### config.mk
export PLATFORM = sky130hd
export DESIGN_NAME = ijtag_scrambler
export DESIGN_NICKNAME = d
export VERILOG_FILES = /design/src/rtl/ijtag_scrambler.sv
export SDC_FILE = /design/constraint.sdc
export NUM_CORES = 1
export LEC_CHECK = 0
export ABC_AREA = 1
export CORE_MARGIN = 1.5
export CORE_UTILIZATION = 35
export DETAILED_ROUTE_END_ITERATION = 7
export SETUP_SLACK_MARGIN = 0.15
export SYNTH_ARGS = -nofsm -noshare
export SYNTH_HDL_FRONTEND = slang
export SYNTH_SLANG_ARGS = --single-unit
### constraint.sdc
create_clock -name clk -period 1.1 [get_ports clk]
set_input_delay 0.165 -clock clk [delete_from_list [all_inputs] [get_ports clk]]
set_output_delay 0.165 -clock clk [all_outputs]
set_load 0.02 [all_outputs]
### src/rtl/ijtag_scrambler.sv
// Secure-IJTAG enable scrambler. It drives one-hot segment enables in permuted order.
// An LFSR-chosen swap reshuffles the permutation table at every epoch boundary.
module ijtag_scrambler #(
  parameter int unsigned SEL_WIDTH = 2,
  parameter int unsigned N_ENABLES = 4,
  parameter logic [15:0] SEED      = 16'hACE1
) (
  input  logic                 clk,
  input  logic                 reset,
  output logic [N_ENABLES-1:0] enables
);

  // An all-zero seed would lock the LFSR, so it is replaced by the default.
  localparam logic [15:0]          SEED_EFF = (SEED == 16'h0000) ? 16'hACE1 : SEED;
  localparam logic [15:0]          POLY     = 16'hB400;
  localparam logic [SEL_WIDTH-1:0] CNT_LAST = SEL_WIDTH'(N_ENABLES - 1);

  logic [SEL_WIDTH-1:0] perm_q [N_ENABLES];
  logic [SEL_WIDTH-1:0] perm_d [N_ENABLES];
  logic [SEL_WIDTH-1:0] cnt_q;
  logic [SEL_WIDTH-1:0] cnt_d;
  logic [15:0]          lfsr_q;
  logic [15:0]          lfsr_d;
  logic [N_ENABLES-1:0] enables_q;
  logic [N_ENABLES-1:0] enables_d;

  logic                 epoch_end;
  logic [SEL_WIDTH-1:0] cur_sel;
  logic [SEL_WIDTH-1:0] swap_a;
  logic [SEL_WIDTH-1:0] swap_b;
  logic [SEL_WIDTH-1:0] val_a;
  logic [SEL_WIDTH-1:0] val_b;
  logic                 swap_en;

  always_comb begin
    epoch_end = (cnt_q == CNT_LAST);
    cnt_d     = epoch_end ? '0 : cnt_q + SEL_WIDTH'(1);
    lfsr_d    = {1'b0, lfsr_q[15:1]} ^ (lfsr_q[0] ? POLY : 16'h0000);

    // The swap indices come from the LFSR value before this edge's step.
    swap_a  = lfsr_q[SEL_WIDTH-1:0];
    swap_b  = lfsr_q[2*SEL_WIDTH-1:SEL_WIDTH];
    swap_en = epoch_end && (swap_a != swap_b) &&
              (32'(swap_a) < N_ENABLES) && (32'(swap_b) < N_ENABLES);

    cur_sel = '0;
    val_a   = '0;
    val_b   = '0;
    for (int i = 0; i < N_ENABLES; i++) begin
      if (cnt_q == SEL_WIDTH'(i))  cur_sel = perm_q[i];
      if (swap_a == SEL_WIDTH'(i)) val_a   = perm_q[i];
      if (swap_b == SEL_WIDTH'(i)) val_b   = perm_q[i];
    end

    enables_d = '0;
    for (int i = 0; i < N_ENABLES; i++) begin
      enables_d[i] = (cur_sel == SEL_WIDTH'(i));
    end

    // The new table is first used at the start of the next epoch.
    for (int i = 0; i < N_ENABLES; i++) begin
      perm_d[i] = perm_q[i];
      if (swap_en && (swap_a == SEL_WIDTH'(i))) begin
        perm_d[i] = val_b;
      end else if (swap_en && (swap_b == SEL_WIDTH'(i))) begin
        perm_d[i] = val_a;
      end
    end
  end

  always_ff @(posedge clk) begin
    if (reset) begin
      enables_q <= '0;
      cnt_q     <= '0;
      lfsr_q    <= SEED_EFF;
      for (int i = 0; i < N_ENABLES; i++) begin
        perm_q[i] <= SEL_WIDTH'(i);
      end
    end else begin
      enables_q <= enables_d;
      cnt_q     <= cnt_d;
      lfsr_q    <= lfsr_d;
      for (int i = 0; i < N_ENABLES; i++) begin
        perm_q[i] <= perm_d[i];
      end
    end
  end

  assign enables = enables_q;

endmodule

==> results of run 1 <==
## registers in the layout, indices dropped and copies added, names as in the netlist
register	flops
enables	4
lfsr_q	16
perm_q	8
cnt_q	2
## cell families after synthesis
family / synth area share
XOR/XNOR: 0.006285
AND/OR/NAND/NOR: 0.3474
adder cells (fa/ha/maj): 0.03591
AO/OA/AOI/OAI: 0.06642
buffers and inverters: 0.1131
flip-flops: 0.4309
## repair_timing
action / 4_1_cts / 5_1_grt
endpoints found under the hold margin: 0 / 0
endpoints found under the setup margin: 18 / 15
resized for setup: 36 / 16
buffers inserted: 1 / 3
hold buffers: 0 / 0
pin swaps: 8 / 10
## worst max path at each step
stage / startpoint / end / slack [ns] / cells after the start
final: cnt_q[1]$_SDFF_PP0_ / enables[3]$_SDFF_PP0_ / -0.15 / 10
after global placement: lfsr_q[0]$_SDFF_PP1_ / perm_q[2][0]$_SDFFE_PP0P_ / -0.14 / 7
after detailed placement: lfsr_q[3]$_SDFF_PP0_ / perm_q[2][1]$_SDFFE_PP1P_ / -0.15 / 5
after global routing: cnt_q[1]$_SDFF_PP0_ / enables[3]$_SDFF_PP0_ / -0.26 / 10
after CTS: cnt_q[1]$_SDFF_PP0_ / enables[3]$_SDFF_PP0_ / -0.13 / 10
after floorplan: cnt_q[1]$_SDFF_PP0_ / enables[2]$_SDFF_PP0_ / -0.03 / 10
## area by class of cell
cell class              count  area (µm²)
clock buffers               6       82.58
clock inverters             2       12.51
fillers                   387        1867
inverters                  32       142.6
multi-input cells         131       768.2
flip-flops and latches     30       623.1
well taps                  48       60.06
repair buffers             25       187.7
## synthesized netlist by cell type (2+ instances only)
cell type	count
clkbuf_1	2
nand2_2	2
nor2_1	25
nor2_2	3
dfxtp_1	30
ha_1	4
o211ai_1	2
inv_1	28
nand2_1	47
inv_2	4
or2_2	4
o21ai_0	8
nand3_1	22
a21oi_1	5
nand2_4	2
nand4_1	2
## worst max-delay path, cell delays in order, from the launching register on
cell and delay, ns:
dfxtp_4 0.37, inv_4 0.05, ha_4 0.16, inv_4 0.06
nand3_2 0.07, o21ai_2 0.08, nand2_1 0.07, nand2_1 0.06
o21a_1 0.16, inv_1 0.06, nor2_1 0.07
## through the flow
| stage | setup TNS (ns) | util | power, W | setup WS, ns |
|---|---|---|---|---|
| 2_1_floorplan | -0.1116 | - | 0.001519 | -0.02848 |
| 3_3_place_gp | -2.206 | 0.4402 | 0.001638 | -0.1404 |
| 3_5_place_dp | -2.257 | 0.4402 | 0.001639 | -0.1502 |
| 4_1_cts | -1.332 | 0.4830 | 0.002605 | -0.1291 |
| 5_1_grt | -2.488 | 0.5013 | 0.002771 | -0.2591 |
| 6_report | -1.392 | 0.5013 | 0.002628 | -0.1499 |
## power by group through the flow
stage	clock [W]	combinational (W)	sequential (W)
6_report	0.000935	0.000479	0.00121
5_1_grt	0.00101	0.000532	0.00122
4_1_cts	0.000957	0.000434	0.00121
3_5_place_dp	0	0.000406	0.00123
3_3_place_gp	0	0.000406	0.00123
2_1_floorplan	0	0.000276	0.00124
## routing by layer
layer / part of all wire / routed length (µm) / global-route usage
met4: 0.021 / 62 / 0.05357
met1: 0.50 / 1486 / 0.1996
met2: 0.44 / 1330 / 0.2600
met3: 0.039 / 117 / 0.05622
met5: 0 / 0 / 0
==> flow_metrics.tcl, run 1 <==
set metrics [dict create \
    hold_path.class "flop to flop" \
    hold_ws_ns 0.4020 \
    placed_cells 262 \
    core-area_um2 3744 \
    clkLatencyLatePin_ns 0.28 \
    cp.arrival_ns 1.48 \
    syn_area_um2 1394 \
    hpwl_mm 2.141 \
    dieHeight_um 66.11 \
    drt_iter0_drc 52 \
    min_to "lfsr_q[9]$_SDFF_PP0_" \
    synth_cell_types 24 \
    setup_ws_ns -0.1499 \
    p_seq_frac 0.462 \
    place_congestion 0.8467 \
    grt_pass1_wl_mm 5.237 \
    yosysSeqAreaShare 0.4309 \
    final_cells 274 \
    finalCritPeriodShare 1.136 \
    dr.pass1.iters 4 \
    pin_count 6 \
    mostFrequentLayoutCells "nand2_1, dfxtp_1, inv_1" \
    yosys-top-cells-area "dfxtp_1, nand2_1, nand3_1, inv_1, nor2_1" \
    fin_crit_ns 1.250 \
    synth_area_leader_cell "dfxtp_1" \
    hold_viol_final 0 \
    syn_inst 198 \
    worst_r2r_startpoint "cnt_q[1]$_SDFF_PP0_" \
    final_common_cell "nand2_1" \
    routed_wl_mm 2.996 \
    cap_violations 0 \
    syn-num-nets 204 \
    violations "negative setup slack" \
    routed-via-count 1246 \
    grt_use_total 0.1613 \
    port_buffers 5 \
    path_clk_slew_ns 0.07 \
    htreeDepth 2 \
    placed_area_um2 1648 \
    worstRegToRegCells 10 \
    min_path_cells 2 \
    switching_share 0.2876 \
    grt_max_degree 11 \
    cp-start-kind "flop" \
    drcViolationCount 0 \
    power_frac_comb 0.182 \
    leakage_nw 0.8776 \
    cts_root_buf "clkbuf_8" \
    p_int_w 0.001873 \
    wl_per_cell_um 10.93 \
    die_area_um2 4370 \
    slew_viol_final 0 \
    antenna_found_initial 0 \
    final_area_um2 1877 \
    fin_nets 231 \
    drive_gt1_frac 0.3540 \
    clk_path_buf_depth 2 \
    fmax_ghz 0.8001 \
    status "complete, but fails checks" \
    peakVddDrop_mv 0.6289 \
    slew_headroom 0.7769 \
    yosysTopAreaCellShare 0.4309 \
    skew_ns 0.005918 \
    hp-start "lfsr_q[10]$_SDFF_PP1_" \
    r2r-end "enables[3]$_SDFF_PP0_" \
    antenna_left 0 \
    yosysWarnings 0 \
    cp.required_ns 1.33 \
    endpoint_kind "flop" \
    path_max_fanout 3 \
    switchingPower_w 0.0007558 \
    power_density_nw_per_um2 1400 \
    rsz0062_at_grt "yes" \
    rows 22 \
    p_clk_frac 0.356 \
    die_w_um 66.11 \
    synth_ff_type "dfxtp_1" \
    setup_viol 12 \
    async_flop_share 0 \
    synth_enable_flop_cells 0 \
    cts-buffers-inserted 5 \
    initial_utilization 0.3723 \
    worstSetupPathType "flop to flop" \
    clkSinkCount 30 \
    ys_ff_latch 30 \
    first_global_vias 1196 \
    cts_tree "built" \
    via_per_inst 4.547 \
    grt_overflow 0 \
    avgSynthCellArea_um2 7.040 \
    diodes 0 \
    worst_pin_slew_ns 0.3324 \
    synthToLayoutAreaGrowth_pct 34.65 \
    rrSetupSlack_ns -0.15 \
]
No activity file was read; power rests on OpenSTA's default activity.
==> run 2, diff against run 1 <==
--- a/config.mk
+++ b/config.mk
@@ -6,6 +6,7 @@
 export NUM_CORES = 1
 export LEC_CHECK = 0
 export ABC_AREA = 1
+export ABC_CLOCK_PERIOD_IN_PS = 1100
 export CORE_MARGIN = 1.5
 export CORE_UTILIZATION = 35
 export DETAILED_ROUTE_END_ITERATION = 7
==> results of run 2 <==
Same layout as run 1: the final DEF is identical, and so are final timing and power.
==> run 3, diff against run 2 <==
--- a/config.mk
+++ b/config.mk
@@ -8,8 +8,9 @@
 export ABC_AREA = 1
 export ABC_CLOCK_PERIOD_IN_PS = 1100
 export CORE_MARGIN = 1.5
-export CORE_UTILIZATION = 35
+export CORE_UTILIZATION = 50
 export DETAILED_ROUTE_END_ITERATION = 7
+export PLACE_DENSITY = 0.7
 export SETUP_SLACK_MARGIN = 0.15
 export SYNTH_ARGS = -nofsm -noshare
 export SYNTH_HDL_FRONTEND = slang
==> run 3 against run 2 <==
  * The run still ends with negative setup slack left
  * Hold slack better by 0.0075 ns
  * First-iteration DRC count down 35%
  * Sequential share of layout area up 0.36 points
  * Critical path type unchanged
  * Largest cell class unchanged
  * Highest routed layer unchanged
==> flow_metrics.tcl, run 3 (synthesized netlist as in run 1, its figures left out) <==
set metrics [dict create \
    antenna_left 0 \
    cts_tree "built" \
    hold_viol_final 0 \
    endpoint_kind "flop" \
    clk_path_buf_depth 2 \
    power_density_nw_per_um2 1269 \
    final_util 0.7290 \
    diodes 0 \
    critPathMaxStageDelay_ns 0.38 \
    grt_use_total 0.2337 \
    drcViolationCount 0 \
    path_max_fanout 6 \
    path_clk_slew_ns 0.08 \
    setup_ws_ns -0.1675 \
    worst-path-buf-inv 3 \
    final_common_cell "nand2_1" \
    skew_ns 0.005607 \
    antenna_found_initial 0 \
    htreeDepth 2 \
    regMostFlops "lfsr_q" \
    finalCritPeriodShare 1.152 \
    worstSetupPathType "flop to flop" \
    cp.arrival_ns 1.50 \
    setup_viol 14 \
    final_area_um2 1872 \
    rows 18 \
    critPathTopFamily "simple AND/OR/NAND/NOR gates" \
    cp-start-kind "flop" \
    cp.required_ns 1.33 \
    path_cells "nand2_4, buf_6, inv_2, nand2_1, nand4_1, nand2_1, nand3_1, nand2_1, inv_1" \
    cts_root_buf "clkbuf_4" \
    grt_max_degree 14 \
    nFillCells 204 \
    peakVddDrop_mv 1.015 \
    worst_pin_slew_ns 0.3324 \
    pin_count 6 \
    hpwl_mm 2.349 \
    initial_utilization 0.5429 \
    cp_slowest_cell "dfxtp_4" \
    status "complete, but fails checks" \
    fmax_ghz 0.7890 \
    routed-via-count 1321 \
    slew_headroom 0.7782 \
    synthToLayoutAreaGrowth_pct 34.29 \
    cts-buffers-inserted 5 \
    largest_reg_flops 16 \
    routed_wl_mm 3.361 \
    die_w_um 55.80 \
    fin_nets 232 \
    grt_overflow 0 \
    drive_gt1_frac 0.3822 \
    grt_pass1_wl_mm 5.582 \
    mostFrequentLayoutCells "nand2_1, nor2_1, inv_1, dfxtp_1, buf_4" \
    dieHeight_um 55.80 \
    wl_per_cell_um 13.18 \
    hold_path.class "flop to flop" \
    leakage_nw 0.8840 \
    port_buffers 5 \
    clkSinkCount 30 \
    clkLatencyLatePin_ns 0.33 \
    crit_top_cell "nand2_1" \
    fin_tns_setup_ns -1.791 \
    fin_crit_ns 1.267 \
    core-area_um2 2567 \
    via_per_inst 5.180 \
    violations "negative setup slack" \
    die_area_um2 3114 \
    first_global_vias 1252 \
    rsz0062_at_grt "yes" \
    slew_viol_final 0 \
    placed_area_um2 1633 \
    dr.pass1.iters 4 \
    drt_iter0_drc 34 \
    cap_violations 0 \
    place_congestion 0.9279 \
]
==> run 3: worst paths after layout <==
path	startpoint	slack (ns)	to	depth (start not counted)
max	lfsr_q[2]$_SDFF_PP0_	-0.17	perm_q[0][0]$_SDFFE_PP0P_	9
min	lfsr_q[10]$_SDFF_PP1_	0.41	lfsr_q[9]$_SDFF_PP0_	2
max reg2reg	lfsr_q[2]$_SDFF_PP0_	-0.17	perm_q[0][0]$_SDFFE_PP0P_	9
min reg2reg	lfsr_q[10]$_SDFF_PP1_	0.41	lfsr_q[9]$_SDFF_PP0_	2
==> run 3: worst reg2reg max path, delay by kind of cell (launching register included) <==
kind | cells | cell delay (ns)
buffers and inverters | 3 | 0.16
flip-flops | 1 | 0.38
AND/OR/NAND/NOR | 6 | 0.64
==> run 3: power by group <==
group	switching (W)	internal [W]
Sequential	0.0000621	0.00116
Clock	0.000343	0.000287
Combinational	0.000285	0.000237
Total	0.000691	0.00169
==> run 3: metrics by stage <==
step / setup slack, ns / hold WS, ns / std cells / total power (W)
6_report: -0.1675 / 0.4095 / 255 / 0.002376
4_1_cts: -0.1346 / 0.4117 / 254 / 0.002329
3_3_place_gp: -0.1645 / 0.3911 / 245 / 0.001634
2_1_floorplan: -0.02848 / 0.3391 / 198 / 0.001519
5_1_grt: -0.2453 / 0.4397 / 255 / 0.002505
3_5_place_dp: -0.1924 / 0.3974 / 245 / 0.001646
==> run 3: final cells by class <==
type,count,area (µm²),area share
multi-input combinational,131,789.5,0.4218
sequential,30,628.1,0.3356
inverter,32,145.1,0.07754
tap,30,37.54,0.02005
timing repair buffer,26,220.2,0.1176
clock buffer,6,51.30,0.02741
==> run 3: repair_timing <==
action	in CTS	in global routing
pin swaps	7	7
hold buffers	0	0
endpoints found under the setup margin	18	18
gates resized for setup	53	16
buffers inserted	3	1
==> run 3: layer usage <==
layer	track usage	vias to the layer above	wire length, µm
met5	0	-	0
met1	0.3030	617	1560
met3	0.09302	5	168
met2	0.3690	25	1599
li1	-	674	-
met4	0.04530	0	32
